===== src/rtl/tx_metaframer.sv =====
// Interlaken TX meta-framer: wraps user words into fixed-length meta-frames
// (sync, scrambler state, skip, payload, diagnostic) with idle fill.
module tx_metaframer #(
    parameter int META_FRAME_LEN = 16,
    parameter int SCRAM_W        = 58
) (
    input  logic               USER_CLK,
    input  logic               SYSTEM_RESET,
    input  logic               ENABLE,
    input  logic [63:0]        S_DATA,
    input  logic [1:0]         S_HEADER,
    input  logic               S_VALID,
    output logic               S_READY,
    input  logic [SCRAM_W-1:0] SCRAM_STATE,
    input  logic [1:0]         STATUS_IN,
    output logic [63:0]        DATA_OUT,
    output logic [1:0]         HEADER_OUT,
    output logic               DATA_TO_SEND,
    output logic               FRAME_START
);

    localparam int                POS_W    = $clog2(META_FRAME_LEN);
    localparam logic [POS_W-1:0]  LAST_POS = POS_W'(META_FRAME_LEN - 1);
    localparam logic [63:0]       SYNC_WORD = 64'h78F6_78F6_78F6_78F6;
    localparam logic [63:0]       SKIP_WORD = 64'h1E1E_1E1E_1E1E_1E1E;
    localparam logic [63:0]       IDLE_WORD = 64'h0700_0000_0000_0000;
    localparam logic [1:0]        HDR_CTRL  = 2'b10;

    typedef enum logic [1:0] {
        OFF,
        RUN,
        DRAIN
    } state_t;

    state_t           state, state_next, slot_mode;
    logic [POS_W-1:0] pos;
    logic             payload, last;
    logic [63:0]      word_next;
    logic [1:0]       hdr_next;

    // slot_mode is how the slot generated this cycle behaves: OFF->RUN emits
    // the sync word immediately, and a falling ENABLE turns the current slot
    // into a drain slot.
    always_comb begin
        payload    = (pos >= POS_W'(3)) && (pos != LAST_POS);
        last       = (pos == LAST_POS);
        slot_mode  = state;
        case (state)
            OFF:     if (ENABLE)  slot_mode = RUN;
            RUN:     if (!ENABLE) slot_mode = DRAIN;
            default: slot_mode = state;
        endcase

        S_READY    = (state == RUN) && ENABLE && payload && !SYSTEM_RESET;

        state_next = slot_mode;
        if ((slot_mode == DRAIN) && last)
            state_next = ENABLE ? RUN : OFF;

        word_next  = IDLE_WORD;
        hdr_next   = HDR_CTRL;
        if (pos == '0) begin
            word_next = SYNC_WORD;
        end else if (pos == POS_W'(1)) begin
            word_next = {6'b001010, 58'(SCRAM_STATE)};
        end else if (pos == POS_W'(2)) begin
            word_next = SKIP_WORD;
        end else if (last) begin
            word_next = {6'b011001, 24'd0, STATUS_IN, 32'd0};
        end else if (S_VALID && S_READY) begin
            word_next = S_DATA;
            hdr_next  = S_HEADER;
        end
    end

    // Output register stage
    always_ff @(posedge USER_CLK) begin
        if (SYSTEM_RESET) begin
            state        <= OFF;
            pos          <= '0;
            DATA_OUT     <= '0;
            HEADER_OUT   <= '0;
            DATA_TO_SEND <= 1'b0;
            FRAME_START  <= 1'b0;
        end else begin
            state <= state_next;
            if (slot_mode != OFF) begin
                pos          <= last ? '0 : pos + POS_W'(1);
                DATA_OUT     <= word_next;
                HEADER_OUT   <= hdr_next;
                DATA_TO_SEND <= 1'b1;
                FRAME_START  <= (pos == '0);
            end else begin
                pos          <= '0;
                DATA_OUT     <= '0;
                HEADER_OUT   <= '0;
                DATA_TO_SEND <= 1'b0;
                FRAME_START  <= 1'b0;
            end
        end
    end

endmodule


===== config.mk =====
export PLATFORM = sky130hd
export DESIGN_NAME = tx_metaframer
export DESIGN_NICKNAME = d
export VERILOG_FILES = /design/src/rtl/tx_metaframer.sv
export SDC_FILE = /design/constraint.sdc
export NUM_CORES = 1
export LEC_CHECK = 0
export ABC_AREA = 1
export CORE_UTILIZATION = 35
export CTS_BUF_LIST = sky130_fd_sc_hd__clkbuf_16
export CTS_CLUSTER_DIAMETER = 150
export CTS_CLUSTER_SIZE = 28
export DETAILED_ROUTE_END_ITERATION = 10
export GPL_TIMING_DRIVEN = 0
export PLACE_DENSITY = 0.88
export RECOVER_POWER = 50
export SLEW_MARGIN = 20
export SYNTH_ARGS = -nofsm -noshare
export SYNTH_HDL_FRONTEND = slang
export SYNTH_SLANG_ARGS = --single-unit
export TNS_END_PERCENT = 100

===== constraint.sdc =====
create_clock -name USER_CLK -period 2.5 [get_ports USER_CLK]
set_clock_uncertainty 0.15 [all_clocks]
set_input_delay 0.25 -clock USER_CLK [delete_from_list [all_inputs] [get_ports USER_CLK]]
set_output_delay 0.25 -clock USER_CLK [all_outputs]
set_load 0.005 [all_outputs]

**Word-level counts from Yosys, hierarchy flattened**

Cells that the tools add are included.

- Equal/unequal tests: 6
- Muxes and demuxes: 16
- Magnitude comparators: 1
- Bitwise gates (word level): 2
- Add/subtract/negate cells: 1
- Reductions and logical operators: 15

Operators with widths:

| operator | count |
|---|---|
| $mux W63 | 5 |
| $mux W2 | 8 |
| $reduce_or A7 Y1 | 1 |
| $logic_and A1 B1 Y1 | 6 |
| $reduce_or A3 Y1 | 2 |
| $add A4 B1 Y4 const B | 1 |
| $eq A4 B1 Y1 const B | 1 |
| $eq A4 B2 Y1 const B | 1 |
| $eq A4 B4 Y1 const B | 1 |
| $ge A4 B2 Y1 const B | 1 |
| $logic_not A4 Y1 | 1 |
| $ne A4 B4 Y1 const B | 1 |
| $pmux W2 S2 | 1 |
| $reduce_or A4 Y1 | 1 |
| $eq A2 B1 Y1 const B | 1 |
| $eq A2 B2 Y1 const B | 1 |
| $logic_not A2 Y1 | 1 |
| $mux W1 | 2 |
| $not A1 Y1 | 2 |
| $reduce_bool A2 Y1 | 1 |
| $reduce_or A2 Y1 | 1 |
| $logic_not A1 Y1 | 1 |

- Output and inout bits: 69
- Register bits after elaboration: 74

**Logic depth before layout (Yosys ltp)**

Gate-level depths: netlist (run 1).

- Word-level depth: 10
- Depth in mapped cells: 11
- Mapped depth without buffers: 10

**Least setup slack after synthesis (run 1)**

Ideal clock, no wire load.

- Path type: reg-to-reg
- Start point: register pos[0]
- End point: register DATA_OUT[11]
- Library setup time: 0.116 ns
- Required time: 2.234 ns
- Stages on the path, launching flop included: 12
- Path slack: 0.818 ns
- Data arrival time: 1.416 ns
- Period minus slack after synthesis: 1.682 ns
- Path through: dfxtp_1 -> ha_1 -> inv_1 -> nor2_2 -> nor2_4 -> nand3_4 -> inv_2 -> buf_4 -> nand2_1 -> nand2_1 -> nand2_1 -> nand2_1

- Word-level cells in the longest chain between the ends: 10

RTL lines:

| what | line | RTL |
|---|---|---|
| start: declaration | 36 | `logic [POS_W-1:0] pos;` |
| start signal: assignment | 88 | `pos <= last ? '0 : pos + POS_W'(1);` |
| $ge A4 B2 Y1 / $ne A4 B4 Y1 (equally long branches) | 45 | `payload = (pos >= POS_W'(3)) && (pos != LAST_POS);` |
| $logic_and A1 B1 Y1 | 45 |  |
| $logic_and A1 B1 Y1 (2 in a row) | 54 | `S_READY = (state == RUN) && ENABLE && payload && !SYSTEM_RESET;` |
| $logic_and A1 B1 Y1 | 70 | `end else if (S_VALID && S_READY) begin` |
| $mux W63 | 70 |  |
| $mux W63 | 68 | `end else if (last) begin` |
| $mux W63 | 66 | `end else if (pos == POS_W'(2)) begin` |
| $mux W63 | 64 | `end else if (pos == POS_W'(1)) begin` |
| $mux W63 * | 62 | `if (pos == '0) begin` |
| end signal: assignment | 89 | `DATA_OUT <= word_next;` |
| end: declaration | 16 | `output logic [63:0] DATA_OUT,` |

Every way passes the cells marked *; elsewhere a longest branch is shown, timed or not.
A chain may end at the register's enable or synchronous reset.

**Worst setup path in the final report (run 1)**

- Start point: register pos[0]
- End point: output S_READY

- Word-level cells in the longest chain between the ends: 4

RTL lines:

| what | line | RTL |
|---|---|---|
| $ge A4 B2 Y1 / $ne A4 B4 Y1 (equally long branches) | 45 |  |
| $logic_and A1 B1 Y1 * | 45 |  |
| $logic_and A1 B1 Y1 * (2 in a row) | 54 |  |
| end: declaration | 13 | `output logic S_READY,` |

Marked as above.

==> results by group, run 1 <==
Power and ir drop
  • Clk pwr share: between 30 and 40%
  • Int Pwr: approximately 0.0024 W
  • Logic pwr share: between 20% and 30%
  • Pwr Density: a little under 600 nW/um^2
  • Pleak: around 2.4 nW
  • Switching power total: just over 0.0008 W
  • Total power: between 0.003 and 0.004 W
  • Sw frac: approximately 25%
  • Sequential share of power: between 40 and 50%
  • Peak VDD IR: slightly above 0.4 mV

Final layout
  • Filler Cell Count: 681
  • Syn-to-layout area delta: 78.02%
  • Nets: 730
  • Share of post-route cells with drive strength above 1: approximately an eighth
  • Diode count: 0

Worst setup path
  • Crit path max-delay cell type: clkdlybuf4s50_1
  • CP Depth: 5
  • Worst Path Class, Setup: reg -> out
  • Critical path's largest stage delay: 0.53 ns
  • WP buf/inv: 2
  • CP delay by family, top: buffers and inverters
  • Worst Setup End Kind: output pin
  • Worst path required time: between 2 and 2.5 ns
  • Worst path cell trace: ha_1 -> inv_1 -> nand2_1 -> nor3b_1 -> clkdlybuf4s50_1
  • CP max FO: 5
  • Startpoint types: flop
  • FF-to-FF path depth: 8
  • Crit path arrival time: approximately 1.9 ns

GRT
  • GR Overflow Total: 0
  • First-pass GRT wire length: roughly 15,000 um
  • Initial antenna violation count: 0
  • Vias in the first global route: between 3,000 and 4,000
  • Largest net degree at the start of global routing: 14
  • Total track usage: 21.60%

STA
  • Max Clock Freq: around 430 MHz
  • Slew Limit Fails: 0
  • Worst Max-Slew Pin Slew: approximately 0.74 ns
  • Final Hold Fails: 0
  • Minimum clock period: about 2.3 ns
  • Total Neg Setup Slack: 0 ns
  • Max-Slew Margin vs Limit: 50.75%
  • Fin crit share: roughly 93%
  • RSZ-0062 raised after global routing: no
  • Setup violations, final: 0

Die
  • Chip height: 95.89 um
  • Die width: between 90 and 100 um
  • Core region area: 8382 um^2
  • Boundary pin count: just under 200
  • Initial Util: between 30% and 40%
  • Die ar.: between 9000 and 10,000 um^2
  • FP Rows: 33

Clock tree
  • Clk root buf: clkbuf_16
  • Cts repair resizes: 0
  • CTS tree: done
  • Number of buffers inserted by hold repair at cts: 0
  • CTS H-tree lvls: 3
  • Post-CTS Setup Bufs: 0
  • Clock Tree Buf Depth: 2
  • Num CTS Buffers: 9
  • Skew-Pair Late Insertion Delay: 0.32 ns
  • Clk sinks: between 70 and 80
  • CTS clk-pin slew, worst paths: around 0.06 ns

Flow run
  • Max Cap Viol: 0

Detailed routing
  • Post-route ant nets: 0
  • Routed vias/inst: 4.759
  • WL final: 10,170 um
  • DRC: 0
  • DRT Pass-1 Iters: 5
  • Total number of vias: about 3,400
  • 1st-iter DRT viols: approximately 100
  • WL per Instance: ~14 um

Synthesis
  • Top_reg_cell synth: dfxtp_1
  • FFs w/ async S/R, synth: 0%
  • Syn Inst Count: 387
  • Number of warnings issued by yosys: 0
  • Synth Cell Area: around 3100 um^2
  • EDFF count, synth: 0
  • Post-synth cell types: 28
  • Post-Syn Nets: between 500 and 600
  • Syn avg cell area: 7.973 um^2
  • Synth Register Bits: 74
  • Seq/Total Area, Yosys: roughly 48%

Min path
  • Worst Hold Depth: 3
  • Hold Path Class: in -> reg

Run status
  • Outcome: finished clean

Place
  • IO buf count: roughly 200
  • Post-DP HPWL: 7880 um
  • Gp weighted congestion: roughly 0.85
area by class of cell:
cell class | instances | area [um^2] | area share [%]
buffer | 21 | 115.1 | 2.096
sequential | 74 | 1481 | 26.97
multi-input combinational | 273 | 1416 | 25.79
tap | 105 | 131.4 | 2.392
timing repair buffer | 198 | 1982 | 36.08
clock buffer | 9 | 225.2 | 4.100
inverter | 19 | 71.32 | 1.298
clock inverter | 7 | 70.07 | 1.276
sequential cells by signal, summed over array words and instances, names as in the netlist:
name	count
DATA_OUT	64
FRAME_START	1
pos	4
HEADER_OUT	2
DATA_TO_SEND	1
state	2
cell usage after synthesis (3+ instances only):
library cell	n	share of area, %
a21oi_1	42	6.8
a21oi_2	21	6.0
buf_2	3	0.49
buf_4	3	0.73
clkbuf_1	11	1.3
dfxtp_1	74	48
ha_1	4	1.6
inv_1	14	1.7
inv_2	5	0.61
nand2_1	109	13
nand2_2	21	4.3
nand3_1	4	0.65
nor2_1	21	2.6
nor3b_1	3	0.73
o21ai_0	34	5.5
layer usage:
metal / up-vias / routed length, um / GRT usage (%)
met5: - / 0 / 0
met4: 0 / 86 / 7.463
met3: 7 / 1080 / 7.820
met2: 174 / 5199 / 40.36
met1: 1509 / 3804 / 22.05
li1: 1670 / - / -
power by group through the flow:
stage	combinational [W]	sequential, W	clock, W
floorplan	0.000221	0.00134	0
global placement	0.000672	0.00132	0
detailed placement	0.000685	0.00133	0
CTS	0.000689	0.00130	0.00129
global route	0.000714	0.00131	0.00135
finish	0.000653	0.00130	0.00127
cells by family after synthesis:
group	after synthesis	share of synthesized area (%)
DFF	74	48.01
and+or+nand+nor	167	24.33
xor gates and xnor gates	2	0.5678
adders and majority gates	4	1.622
buffers and inverters	40	6.083
AOI/OAI and AO/OA	100	19.38
worst reg2reg max path, stage by stage, from the launching register on:
cell	delay, ns
dfxtp_1	0.42
inv_1	0.09
ha_1	0.20
nand2_1	0.17
inv_2	0.14
nor2_1	0.29
clkbuf_1	0.34
o21ai_0	0.16
nor2_1	0.14
path summary, 6_finish.rpt:
check                                start           end  slack [ns]
worst max-delay path                pos[0]       S_READY        0.17
worst min-delay path            S_DATA[13]  DATA_OUT[13]        0.33
worst max register to register      pos[0]   DATA_OUT[9]        0.34
worst min register to register      pos[0]        pos[0]        0.37
placed cells by master (no fill, tap or decap), types with 2 or more instances in the layout:
master	instances
clkdlybuf4s50_1	130
buf_1	2
a21oi_2	21
nor2_2	2
inv_1	14
a21oi_1	42
ha_1	4
clkinvlp_4	3
nor3_1	2
inv_2	5
dfxtp_1	74
nand2_1	109
clkbuf_1	12
buf_4	3
clkbuf_16	9
dlygate4sd3_1	68
nor2_1	21
buf_2	2
nand2_2	21
buf_8	2
nor3b_1	3
nand3_1	4
o21ai_0	34
nor2_4	2
through the flow:
| step | std cells | setup WS [ns] | instance area (um^2) | hold WS, ns | utilization (%) |
|---|---|---|---|---|---|
| 2_1_floorplan | 387 | 0.8180 | 3085 | 0.2112 | - |
| 6_report | 706 | 0.1697 | 5493 | 0.3309 | 65.53 |
| 4_1_cts | 706 | 0.1561 | 5494 | 0.3226 | 65.55 |
| 3_5_place_dp | 690 | 0.2612 | 5199 | 0.3590 | 62.02 |
| 5_1_grt | 706 | 0.05086 | 5493 | 0.3263 | 65.53 |
| 3_3_place_gp | 690 | 0.2971 | 5199 | 0.3086 | 62.02 |
(Power assumes the default switching activity.)
==> run 2, diff against run 1 <==
CORE_ASPECT_RATIO = 0.7   (was default)
SKIP_LAST_GASP = 1   (was default)
==> run 2 against run 1 <==
Effect of this change:
- via count increased by 0.24%
- first-iteration DRC count increased to 2.5 times the previous value
- maximum frequency decreased by 0.64%
- non-clock buffer count unchanged
- combinational power about the same
- cell count increased by 2.1%
- worst setup slack got worse by 0.015 ns
- clock power increased by 8%
- largest power group is now clock
==> results by group, run 2 (synthesis gave the netlist of run 1 again) <==
Clock tree
  • Num CTS Buffers: 9 (unchanged)
  • Post-CTS Setup Bufs: 0 (unchanged)
  • Clk root buf: clkbuf_16
  • CTS clk-pin slew, worst paths: 0.06 ns (about the same)
  • Cts repair resizes: 0 (unchanged)
  • Clk sinks: 74 (unchanged)
  • Skew-Pair Late Insertion Delay: 0.32 ns (about the same)
  • CTS H-tree lvls: 3 (unchanged)
  • Number of buffers inserted by hold repair at cts: 0 (unchanged)
  • Clock Tree Buf Depth: 2 (unchanged)
  • CTS tree: done

Die
  • Die width: 114.2 um (+19%)
  • Chip height: 80.56 um (-16%)
  • Core region area: 8513 um^2 (+1.6%)
  • FP Rows: 28 (-15%)
  • Initial Util: 36.24% (-0.57 points)
  • Die ar.: 9201 um^2 (about the same)
  • Boundary pin count: 199 (unchanged)

Run status
  • Outcome: finished clean

Final layout
  • Filler Cell Count: 737 (+8.2%)
  • Largest registers: DATA_OUT (64), pos (4)
  • Syn-to-layout area delta: 79.44%
  • Final Non-Filler Cells: 721 (+2.1%)
  • Commonest non-fill, non-tap cell in the layout: clkdlybuf4s50_1
  • Diode count: 0 (unchanged)
  • Most flops, register: DATA_OUT
  • Max reg flops: 64 (unchanged)
  • Register area: 1481 um^2 (unchanged)
  • Share of post-route cells with drive strength above 1: 12.65% (unchanged)
  • Final core utilization: 65.04% (-0.50 points)
  • Nets: 730 (unchanged)
  • Most frequent cells in the layout: clkdlybuf4s50_1 (130), nand2_1 (109), dfxtp_1 (74)
  • Multi-input logic area: 1416 um^2 (unchanged)

Min path
  • Hold Path Class: in -> reg
  • Worst Hold Depth: 3 (unchanged)
  • HP Start: S_DATA[40]
  • Worst Hold End: DATA_OUT[40]

Detailed routing
  • Post-route ant nets: 0 (unchanged)
  • Total number of vias: 3,368 (+0.24%)
  • Routed vias/inst: 4.671 (-1.8%)
  • 1st-iter DRT viols: 255 (+150%)
  • DRC: 0 (unchanged)
  • WL final: 10,210 um (+0.40%)
  • DRT Pass-1 Iters: 4 (-1)
  • WL per Instance: 14.16 um (-1.7%)

Worst setup path
  • Crit path arrival time: 1.95 ns (+0.02 ns)
  • Register-to-register setup slack: 0.39 ns (+0.05 ns)
  • Worst reg2reg startpoint: pos[0]
  • Worst path required time: 2.10 ns (about the same)
  • Startpoint types: flop
  • FF-to-FF path depth: 8 (unchanged)
  • FF-to-FF End: DATA_OUT[26]
  • Worst Path Class, Setup: reg -> out
  • CP max FO: 5 (unchanged)
  • Worst Setup End Kind: output pin

Power and ir drop
  • Pleak: 2.404 nW (+1.1%)
  • Pwr Density: 599.1 nW/um^2 (+2.3%)
  • Peak VDD IR: 0.2922 mV (-29%)

STA
  • Max-Slew Margin vs Limit: 49.04% (-1.7 points)
  • Final Hold Fails: 0 (unchanged)
  • Max Clock Freq: 426.4 MHz (-0.64%)
  • Slew Limit Fails: 0 (unchanged)
  • Worst Max-Slew Pin Slew: 0.7643 ns (+0.02559 ns)
  • RSZ-0062 raised after global routing: no
  • Fin crit share: 93.81% (+0.60 points)
  • Minimum clock period: 2.345 ns (+0.01508 ns)
  • Total Neg Setup Slack: 0 ns (unchanged)
  • Setup violations, final: 0 (unchanged)

GRT
  • Total track usage: 22.24% (+0.64 points)
  • Initial antenna violation count: 0 (unchanged)
  • Vias in the first global route: 3,260 (+2.3%)
  • First-pass GRT wire length: 15,640 um (+5.1%)
  • Largest net degree at the start of global routing: 14 (unchanged)
  • GR Overflow Total: 0 (unchanged)

Place
  • Post-DP HPWL: 8022 um (+1.8%)
  • Cells after DPL: 705 (+2.2%)
  • IO buf count: 198 (unchanged)
  • Gp weighted congestion: 0.8336 (-1.8%)

Flow run
  • Max Cap Viol: 0 (unchanged)
run 2: worst max path at each step:
stage	start	end	slack, ns	depth (start not counted)
after floorplan	pos[0]	DATA_OUT[11]	0.82	11
after global placement	ENABLE	S_READY	0.31	6
after detailed placement	ENABLE	S_READY	0.21	6
after CTS	pos[0]	S_READY	0.12	5
after global routing	pos[0]	S_READY	0.05	5
final	pos[0]	S_READY	0.15	5
run 2: cell type report:
class / instances / share of cell area (%)
repair buffers: 198 / 35.80
flip-flops and latches: 74 / 26.76
multi-input cells: 273 / 25.58
clock buffers: 9 / 4.068
well taps: 120 / 2.712
plain buffers: 21 / 2.079
clock inverters: 7 / 1.718
inverters: 19 / 1.288
run 2: through the flow:
stage                     hold slack [ns]  area [um^2]  worst slack, ns  total power [W]
after floorplan                    0.2112         3085           0.8180         0.001558
after global placement             0.3138         5218           0.3133         0.001994
after detailed placement           0.3357         5218           0.2112         0.002013
after CTS                          0.3278         5538           0.1227         0.003380
after global routing               0.3343         5537          0.05391         0.003468
final                              0.3384         5537           0.1546         0.003317
run 2: critical path, cell delays in order, from the launching register on:
cell	delay [ns]
dfxtp_1	0.42
ha_1	0.22
inv_1	0.07
nand2_1	0.14
nor3b_1	0.24
clkdlybuf4s50_1	0.54
run 2: report_power, final:
group,internal [W],switching (W)
combinational,0.000368,0.000284
clock,0.000873,0.000494
sequential,0.00127,0.0000257
total,0.00251,0.000804
run 2: routing by layer:
layer | vias to the layer above | routed length [um] | share of wire, % | GRT usage (%)
li1 | 1670 | - | - | -
met2 | 142 | 5120 | 50 | 40.67
met1 | 1546 | 4141 | 41 | 24.51
met4 | 0 | 103 | 1.0 | 5.844
met5 | - | 0 | 0 | 0
met3 | 10 | 846 | 8.3 | 7.849
==> patch, RTL diff (flow settings as in run 1) <==
The parameter `META_FRAME_LEN` goes from 16 to 8.
--- a/src/rtl/tx_metaframer.sv
+++ b/src/rtl/tx_metaframer.sv
@@ -1,7 +1,7 @@
 // Interlaken TX meta-framer: wraps user words into fixed-length meta-frames
 // (sync, scrambler state, skip, payload, diagnostic) with idle fill.
 module tx_metaframer #(
-    parameter int META_FRAME_LEN = 16,
+    parameter int META_FRAME_LEN = 8,
     parameter int SCRAM_W        = 58
 ) (
     input  logic               USER_CLK,
Function: changed (a bounded check fails within 10 cycles, from zero or initial values and one cycle with SYSTEM_RESET high).
==> patch against run 1 <==
Final area rose by 3.9%; maximum frequency is 2.6% lower; sequential cell count is 1 lower; wire length is 22% higher; register-to-register slack worse by 0.07 ns; total power rose by 7.5%; area after synthesis is 6.3% higher; worst setup slack worse by 0.062 ns; synthesized cell count increased by 11%; critical path type unchanged; largest cell class unchanged.
==> patch: results (changes against run 1) <==
PortBufs=197 (-0.51%); routed vias=3942 (+17%); 1st-iter DRT viols=164 (+61%); layout cells sized above 1=7.80% (-4.8 points); global-route wire length before repair=19000 microns (+28%); outcome=complete, no violations; tightest hold margin=0.263 ns (-0.0680 ns); Hold EP=DATA_OUT[59]$_SDFF_PP0_; dpl ws=-0.00386 ns (-0.265 ns); Placed Instances=733 (+6.2%); hold path startpoint=S_VALID; Layout Nets=772 (+5.8%); Rel. slew slack=60.3% (+9.5 points); Final Instance Count excl. Fillers=749 (+6.1%); worst path arrival time=1.99 ns (+0.06 ns); Seq/Total Area, Yosys=44.6% (-3.4 points); Placer Congestion=0.856 (+0.88%); GRT Total Usage=25.1% (+3.5 points); HPWL after detailed placement=9390 microns (+19%); r2r endpoint=DATA_OUT[16]$_SDFF_PP0_; Syn Nets=563 (+8.1%); VDD IR max=0.360 mV (-13%); biggest regs=DATA_OUT (64), pos (3); Yosys cell types=26 (-7.1%); vias in the first global route=3994 (+25%); pwr/cell area=606 nW/um^2 (+3.4%); Post-synth top cells=nand2_1, dfxtp_1, a21oi_1; sw power=0.892 mW (+11%); Fillers=742 (+9.0%); CP max stage delay=0.51 ns (-0.02 ns); pin count of the biggest net entering global routing=18 (+4); Worst Path Max Fanout=17 (+12)
==> patch: cell count changes after synthesis, sizes merged, moves of 2 or more <==
cell           run 1  this run
a31oi              0        18
buf               10        20
clkbuf            11        19
inv               19        23
nand2            130       105
nand3              5         2
nand3b             0        18
nand4              1        45
nor2              26        20
nor3               2         0
nor3b              3         0
o21ai             35        13
==> patch: logic make-up (layout without fill, tap and decap cells) <==
logic type,count (synthesis),after routing,synth area share [%]
buffers and inverters,62,275,9.23
AOI/OAI and AO/OA,97,97,15.7
DFF,73,73,44.6
adders and majority gates,5,5,1.91
and+or+nand+nor,191,191,28.6
==> patch: how the worst max path moves through the flow <==
stage | slack, ns | cells past startpoint | startpoint | to
6_report | 0.11 | 6 | pos[0]$_SDFF_PP0_ | S_READY
5_1_grt | 0.01 | 8 | ENABLE | S_READY
4_1_cts | 0.009 | 7 | pos[0]$_SDFF_PP0_ | S_READY
3_5_place_dp | -0.004 | 9 | ENABLE | S_READY
3_3_place_gp | 0.03 | 9 | ENABLE | S_READY
2_1_floorplan | 0.67 | 9 | pos[0]$_SDFF_PP0_ | DATA_OUT[30]$_SDFF_PP0_
==> patch: area by class of cell <==
cell class / count / area, sq um / area share [%]
repair buffers: 199 / 1990 / 34.8
multi-input cells: 293 / 1510 / 26.5
flip-flops and latches: 73 / 1460 / 25.6
clock buffers: 9 / 225 / 3.95
plain buffers: 38 / 214 / 3.75
well taps: 108 / 135 / 2.37
inverters: 23 / 86.3 / 1.51
clock inverters: 6 / 85.1 / 1.49
==> patch: timing repair <==
action | in CTS | in global routing
buffers inserted | 0 | 2
setup endpoints to repair | 1 | 1
cloned | 0 | 0
hold buffers | 0 | 0
pin swaps | 0 | 1
resized for setup | 1 | 3
==> patch: layer usage <==
metal | track usage [%] | routed length (microns) | part of all wire [%] | up-vias
li1 | - | - | - | 1887
met1 | 26.2 | 4550 | 37 | 1831
met2 | 45.3 | 6410 | 52 | 184
met3 | 7.52 | 968 | 7.8 | 40
met4 | 13.3 | 470 | 3.8 | 0
met5 | 0 | 0 | 0 | -
==> patch: per-stage QoR <==
stage          util, %  instance area [sq um]  TNS (ns)
2_1_floorplan        -                   3280         0
3_3_place_gp      60.6                   5390         0
3_5_place_dp      60.6                   5390  -0.00386
4_1_cts           64.0                   5690         0
5_1_grt           64.2                   5710         0
6_report          64.2                   5710         0
==> patch: power groups by stage <==
stage                     Combinational [mW]  Clock, mW  Sequential [mW]
after floorplan                        0.297          0             1.35
after global placement                 0.807          0             1.33
after detailed placement               0.829          0             1.34
after CTS                              0.834       1.36             1.31
after global routing                   0.863       1.43             1.32
final                                  0.797       1.35             1.31
